`config.mk`:
```
export PLATFORM = sky130hd
export DESIGN_NAME = vend_txn_controller
export DESIGN_NICKNAME = d
export VERILOG_FILES = /design/src/rtl/vend_pkg.sv /design/src/rtl/vend_edge_det.sv /design/src/rtl/vend_txn_controller.sv
export SDC_FILE = /design/constraint.sdc
export NUM_CORES = 1
export LEC_CHECK = 0
export ABC_AREA = 1
export CORE_UTILIZATION = 35
export CTS_BUF_LIST = sky130_fd_sc_hd__clkbuf_16
export DETAILED_ROUTE_END_ITERATION = 12
export SLEW_MARGIN = 20
export SYNTH_ARGS = -nofsm -noshare
export SYNTH_HDL_FRONTEND = slang
export SYNTH_SLANG_ARGS = --single-unit
export TNS_END_PERCENT = 30
```
`constraint.sdc`:
```
create_clock -name clk -period 2.1 [get_ports clk]
set_input_delay 0.42 -clock clk [delete_from_list [all_inputs] [get_ports clk]]
set_output_delay 0.42 -clock clk [all_outputs]
set_load 0.05 [all_outputs]
```
`src/rtl/vend_pkg.sv`:
```
`default_nettype none
// ============================================================================
// Module   : vend_pkg
// Brief    : Shared state encoding and default sizing for the vending sequencer.
// Revision : 1.0 - initial release
// ============================================================================
package vend_pkg;

    localparam int VEND_CREDIT_W = 3;
    localparam int VEND_PROD_W   = 3;
    localparam int VEND_PRICE    = 3;
    localparam int VEND_TIMEOUT  = 255;
    localparam int VEND_TMR_W    = 10;

    typedef enum logic [2:0] {
        ST_IDLE      = 3'd0,
        ST_COLLECT   = 3'd1,
        ST_VEND_REQ  = 3'd2,
        ST_VEND_WAIT = 3'd3,
        ST_CHANGE    = 3'd4,
        ST_ERROR     = 3'd5
    } vend_state_t;

    function automatic logic vend_is_busy(input vend_state_t s);
        return (s == ST_VEND_REQ) || (s == ST_VEND_WAIT) || (s == ST_CHANGE);
    endfunction

endpackage
`default_nettype wire

```
`src/rtl/vend_edge_det.sv`:
```
`default_nettype none
// ============================================================================
// Module   : vend_edge_det
// Brief    : Registered rising-edge detector; pulse appears one clock after the
//            input is first seen high.
// Revision : 1.0 - initial release
// ============================================================================
module vend_edge_det (
    input  logic clk,
    input  logic rst,
    input  logic sig_i,
    output logic rise_o
);

    logic prev_q;
    logic rise_q;

    always_ff @(posedge clk or posedge rst) begin
        if (rst) begin
            prev_q <= 1'b0;
            rise_q <= 1'b0;
        end else begin
            prev_q <= sig_i;
            rise_q <= sig_i & ~prev_q;
        end
    end

    assign rise_o = rise_q;

endmodule
`default_nettype wire

```
`src/rtl/vend_txn_controller.sv`:
```
`default_nettype none
// ============================================================================
// Module   : vend_txn_controller
// Brief    : Vending transaction sequencer: credit register, price check and
//            four-phase req/ack handshake to the dispenser. Optional change
//            return is built when CHANGE_RETURN_EN is defined.
// Revision : 1.0 - initial release
// ============================================================================
module vend_txn_controller
    import vend_pkg::*;
#(
    parameter int CREDIT_W = VEND_CREDIT_W,
    parameter int PRICE    = VEND_PRICE,
    parameter int PROD_W   = VEND_PROD_W,
    parameter int TIMEOUT  = VEND_TIMEOUT
) (
    input  logic                clk,
    input  logic                rst,
    input  logic                coin_i,
    input  logic                accept_i,
    input  logic [PROD_W-1:0]   prod_sel_i,
    input  logic                disp_ack_i,
    output logic                disp_req_o,
    output logic [PROD_W-1:0]   disp_prod_o,
    output logic [CREDIT_W-1:0] credit_o,
    output logic                coin_rej_o,
    output logic                busy_o,
    output logic                err_o,
    output logic                change_o
);

    localparam logic [CREDIT_W-1:0]   C_PRICE   = CREDIT_W'(PRICE);
    localparam logic [CREDIT_W-1:0]   C_MAX     = {CREDIT_W{1'b1}};
    localparam logic [CREDIT_W-1:0]   C_ONE     = CREDIT_W'(1);
    localparam logic [VEND_TMR_W-1:0] C_TO_LAST = VEND_TMR_W'(TIMEOUT - 1);
    localparam logic [VEND_TMR_W-1:0] C_TMR_ONE = VEND_TMR_W'(1);

    logic coin_rise;
    logic accept_rise;

    vend_state_t           state_q;
    logic [CREDIT_W-1:0]   credit_q;
    logic [PROD_W-1:0]     prod_q;
    logic [VEND_TMR_W-1:0] tmr_q;
    logic                  req_q;
    logic                  rej_q;
    logic                  err_q;
`ifdef CHANGE_RETURN_EN
    logic                  change_q;
`endif

    vend_edge_det u_coin_det (
        .clk    (clk),
        .rst    (rst),
        .sig_i  (coin_i),
        .rise_o (coin_rise)
    );

    vend_edge_det u_accept_det (
        .clk    (clk),
        .rst    (rst),
        .sig_i  (accept_i),
        .rise_o (accept_rise)
    );

    always_ff @(posedge clk or posedge rst) begin
        if (rst) begin
            state_q  <= ST_IDLE;
            credit_q <= '0;
            prod_q   <= '0;
            tmr_q    <= '0;
            req_q    <= 1'b0;
            rej_q    <= 1'b0;
            err_q    <= 1'b0;
`ifdef CHANGE_RETURN_EN
            change_q <= 1'b0;
`endif
        end else begin
            rej_q <= 1'b0;
            case (state_q)
                ST_IDLE: begin
                    if (coin_rise) begin
                        credit_q <= C_ONE;
                        state_q  <= ST_COLLECT;
                    end
                end
                ST_COLLECT: begin
                    if (coin_rise) begin
                        if (credit_q == C_MAX) rej_q    <= 1'b1;
                        else                   credit_q <= credit_q + C_ONE;
                    end
                    // Price check uses the credit held before any coin counted this cycle.
                    if (accept_rise && (credit_q >= C_PRICE)) begin
                        prod_q  <= prod_sel_i;
                        req_q   <= 1'b1;
                        tmr_q   <= '0;
                        state_q <= ST_VEND_REQ;
                    end
                end
                ST_VEND_REQ: begin
                    rej_q <= coin_rise;
                    if (disp_ack_i) begin
                        req_q   <= 1'b0;
                        state_q <= ST_VEND_WAIT;
                        if (credit_q >= C_PRICE) credit_q <= credit_q - C_PRICE;
                    end else if (tmr_q == C_TO_LAST) begin
                        req_q   <= 1'b0;
                        err_q   <= 1'b1;
                        state_q <= ST_ERROR;
                    end else begin
                        tmr_q <= tmr_q + C_TMR_ONE;
                    end
                end
                ST_VEND_WAIT: begin
                    rej_q <= coin_rise;
                    if (!disp_ack_i) begin
                        if (credit_q == '0) begin
                            state_q <= ST_IDLE;
                        end else begin
`ifdef CHANGE_RETURN_EN
                            state_q <= ST_CHANGE;
`else
                            state_q <= ST_COLLECT;
`endif
                        end
                    end
                end
`ifdef CHANGE_RETURN_EN
                ST_CHANGE: begin
                    rej_q <= coin_rise;
                    // One credit unit per high cycle, always followed by a low cycle.
                    if (!change_q) begin
                        change_q <= 1'b1;
                        credit_q <= credit_q - C_ONE;
                    end else begin
                        change_q <= 1'b0;
                        if (credit_q == '0) state_q <= ST_IDLE;
                    end
                end
`endif
                ST_ERROR: begin
                    rej_q <= coin_rise;
                end
                default: begin
                    state_q <= ST_IDLE;
                end
            endcase
        end
    end

    assign disp_req_o  = req_q;
    assign disp_prod_o = prod_q;
    assign credit_o    = credit_q;
    assign coin_rej_o  = rej_q;
    assign busy_o      = vend_is_busy(state_q);
    assign err_o       = err_q;
`ifdef CHANGE_RETURN_EN
    assign change_o    = change_q;
`else
    assign change_o    = 1'b0;
`endif

endmodule
`default_nettype wire

```
==> metrics.log <==
INFO  metric yosys.area.top_type = sky130_fd_sc_hd__dfrtp_1
INFO  metric power.density = 1320 mW/mm^2
INFO  metric finalPower = between 2000 and 2500 uW
INFO  metric seq_power_share = between 20% and 30%
INFO  metric antenna_violations_before_repair = 0
INFO  metric report.final.hold_viol_count = 0
INFO  metric finalSetupTns = 0 ps
INFO  metric syn_to_final_growth = 21.7%
INFO  metric post_synth_instance_area = around 0.0015 mm^2
INFO  metric cts_tree = done
INFO  metric worstPathRequired = between 1500 and 2000 ps
INFO  metric globalRouteOverflowTotal = 0
INFO  metric crit_cells = 1
INFO  metric transition_time_of_the_tightest_slew_check_pin = about 500 ps
INFO  metric max_freq = roughly 0.52 GHz
INFO  metric cell_family_with_the_largest_share_of_critical_path_delay = buffers and inverters
INFO  metric ctsHtreeMaxLevel = 1
INFO  metric numPortBuffers = 17
INFO  metric rsz0062_at_grt = no
INFO  metric synth_sequential_area_ratio = a little over two fifths
INFO  metric setup.worst_path.end = credit_o[2]
INFO  metric period_share = 91.7%
INFO  metric drt.antenna.violating_nets = 0
INFO  metric final_cell_count_no_fill = 280
INFO  metric cp_slowest_cell = sky130_fd_sc_hd__clkdlybuf4s50_1
INFO  metric numPlacedInstances = roughly 280
INFO  metric top_level_ports = 19
INFO  metric rows = 23
INFO  metric cts.repair_timing.setup_buffer_count = 0
INFO  metric drt_wl_cell = ~11 um
INFO  metric synthesis.nets = between 200 and 250
INFO  metric setup.worst_path.start = credit_o[2]$_DFFE_PP0P_
INFO  metric post_synth_inst_count = between 200 and 250
INFO  metric drv.max_cap_violation_count = 0
INFO  metric fill_cell_instance_count_of_the_final_layout = ~420
INFO  metric result_of_the_run = complete, no violations
INFO  metric routed_via_density = ~4.5
INFO  metric final_net_count = ~250
INFO  metric pwr-share-clk = a little under a quarter
INFO  metric worst_ep_arrival_time = 1510 ps
INFO  metric final_max_slew_viol_count = 0
INFO  metric global_route_wire_length_before_repair = 4.99 mm
INFO  metric place_hpwl = roughly 2.1 mm
INFO  metric yosysMostFrequentCell = sky130_fd_sc_hd__nand2_1
INFO  metric grtUsageTotal = ~14%
INFO  metric cts.reportedPaths.clkPinSlew = around 70 ps
INFO  metric power_switching_share = 44.7%
INFO  metric netlist_top_cells_area = sky130_fd_sc_hd__dfrtp_1 43%, sky130_fd_sc_hd__nand2_1 20%, sky130_fd_sc_hd__nor2_1 6.4%
INFO  metric floorplan.die_area = about 0.0046 mm^2
INFO  metric place_congestion = 0.779
INFO  metric post-route-min-period = a little under 2000 ps
INFO  metric synth_enable_flop_cells = 0
INFO  metric setup_slack = 174 ps
INFO  metric grt_pass1_vias = 1105
INFO  metric comb_power_share = 47.7%
INFO  metric pre_cts_ws = between 400 and 500 ps
INFO  metric clock_path_buffers = 2
INFO  metric yosys_warning_total = 0
INFO  metric initial_core_util = around 37%
INFO  metric clockRootBuffer = sky130_fd_sc_hd__clkbuf_16
INFO  metric grt_start_max_net_pins = 27
INFO  metric synthesis.area_per_instance = 7.26 um^2
INFO  metric vdd.ir_drop.worst = ~0.00055 V
INFO  metric synth.lib_cells_used.distinct = 24
INFO  metric num_vias = approximately 1300
INFO  metric startpoint_type = flop
INFO  metric core_area = 0.00409 mm^2
INFO  metric cts_repair_resize_count = 0
INFO  metric postSynth.asyncResetShare = 100%
INFO  metric detail_route.first_pass.iterations = 4
INFO  metric drcViolationCount = 0
INFO  metric synth_top_cell_area_share = 42.7%
INFO  metric cp.buffers_inverters = 1
INFO  metric clock_insertion_delay_worst_skew = around 260 ps
INFO  metric r2r_setup_slack = roughly 400 ps
INFO  metric internal_power = between 1000 and 1500 uW
INFO  metric initialDrtViolationCount = 57
INFO  metric synth_seq_cells = 26
INFO  metric worst_slew_margin_relative_to_its_limit = 66.4%
INFO  metric setup_viol_count_final = 0
INFO  metric die_w = slightly below 70 um
INFO  metric cts_hold_buf = 0
INFO  metric crit_fanout = 5
INFO  metric worstPathCellList = clkdlybuf4s50_1
INFO  metric fin_worst_skew = 4.28 ps
INFO  metric r2r-end = tmr_q[9]$_DFFE_PP0P_
INFO  metric yosys-top-cells-count = 80 x sky130_fd_sc_hd__nand2_1, 26 x sky130_fd_sc_hd__dfrtp_1, 26 x sky130_fd_sc_hd__nor2_1
INFO  metric worstRegToRegCells = 11
INFO  metric postRouteWirelength = between 2 and 3 mm
INFO  metric hp-class = flop to flop
INFO  metric power_switching = between 1000 and 1500 uW
INFO  metric synth_flop_cell = sky130_fd_sc_hd__dfrtp_1
INFO  metric cp_endpoint_kind = output pin
INFO  metric tritoncts.num_buffers = 3
INFO  metric fraction_of_layout_cells_with_a_size_suffix_above_1 = just under 9%
INFO  metric p_leak = approximately 0.00094 uW
INFO  metric criticalPathCategory = flop to output pin
INFO  metric die_height = 68.0 um
INFO  metric antennaDiodeCount = 0
INFO  metric cts.sink_count = 26
INFO  metric critical_path.max_stage_delay = just over 800 ps
INFO  metric worst_r2r_startpoint = credit_o[0]$_DFFE_PP0P_
-- power groups by stage --
| stage | Clock (uW) | Sequential (uW) | Combinational (uW) |
|---|---|---|---|
| floorplan | 0 | 935 | 649 |
| global placement | 0 | 729 | 1170 |
| detailed placement | 0 | 729 | 1170 |
| CTS | 572 | 719 | 1180 |
| global route | 600 | 740 | 1300 |
| finish | 561 | 720 | 1170 |
-- metal layers --
metal | vias to the layer above | global-route usage, % | wire, um | part of all wire, %
li1 | 685 | - | - | -
met1 | 553 | 20.0 | 1580 | 54
met2 | 17 | 22.2 | 1300 | 44
met3 | 0 | 3.67 | 73 | 2.5
met4 | 0 | 3.91 | 0 | 0
met5 | - | 0 | 0 | 0
-- cell families after synthesis --
| kind of cell | count (synthesis) | synth area share [%] |
|---|---|---|
| simple gates | 131 | 37.2 |
| compound gates | 13 | 5.25 |
| other cells | 1 | 0.246 |
| fa+ha+maj | 6 | 4.92 |
| buf+inv | 29 | 7.46 |
| xor+xnor | 4 | 2.30 |
| flops | 26 | 42.7 |
-- stage by stage --
step / instance area [um^2] / utilization (%) / hold slack (ps)
CTS: 1860 / 45.4 / 394
global placement: 1750 / 42.8 / 385
global route: 1860 / 45.4 / 417
detailed placement: 1750 / 42.8 / 385
finish: 1860 / 45.4 / 391
floorplan: 1530 / - / 376
-- registers in the layout (all words and copies together), names as in the netlist --
signal / cells
tmr_q: 10
credit_o: 3
disp_prod_o: 3
state_q: 3
coin_rej_o: 1
disp_req_o: 1
err_o: 1
u_accept_det.prev_q: 1
u_accept_det.rise_o: 1
u_coin_det.prev_q: 1
u_coin_det.rise_o: 1
-- cell usage in the layout (no fill, tap or decap), types with 3 or more instances in the layout --
master / count
sky130_fd_sc_hd__inv_1: 23
sky130_fd_sc_hd__clkdlybuf4s50_1: 16
sky130_fd_sc_hd__nor2_1: 26
sky130_fd_sc_hd__a21oi_1: 3
sky130_fd_sc_hd__ha_1: 6
sky130_fd_sc_hd__nand2_2: 5
sky130_fd_sc_hd__xor2_1: 3
sky130_fd_sc_hd__inv_2: 4
sky130_fd_sc_hd__nand3_1: 11
sky130_fd_sc_hd__nand4_1: 3
sky130_fd_sc_hd__dfrtp_1: 26
sky130_fd_sc_hd__o21ai_0: 7
sky130_fd_sc_hd__nand2_1: 80
sky130_fd_sc_hd__clkbuf_16: 3
-- final cells by class --
type                            instances  area (um^2)  area share (%)
Timing Repair Buffer                   18          175            9.44
Tap cell                               50         62.6            3.37
Clock buffer                            3         75.1            4.05
Multi-Input combinational cell        155          761            41.0
Clock inverter                          1         30.0            1.62
Sequential cell                        26          651            35.1
Inverter                               27          101            5.46
-- worst min path at each step --
| stage | startpoint | to | slack, ps | cells past startpoint |
|---|---|---|---|---|
| 2_1_floorplan | u_accept_det.prev_q$_DFF_PP0_ | u_accept_det.rise_o$_DFF_PP0_ | 380 | 1 |
| 3_5_place_dp | u_coin_det.prev_q$_DFF_PP0_ | u_coin_det.rise_o$_DFF_PP0_ | 380 | 1 |
| 6_report | u_coin_det.prev_q$_DFF_PP0_ | u_coin_det.rise_o$_DFF_PP0_ | 390 | 1 |
| 4_1_cts | u_coin_det.prev_q$_DFF_PP0_ | u_coin_det.rise_o$_DFF_PP0_ | 390 | 1 |
| 5_1_grt | u_accept_det.prev_q$_DFF_PP0_ | u_accept_det.rise_o$_DFF_PP0_ | 420 | 1 |
| 3_3_place_gp | u_coin_det.prev_q$_DFF_PP0_ | u_coin_det.rise_o$_DFF_PP0_ | 390 | 1 |
Note: power is estimated with default switching activity, not from simulation.
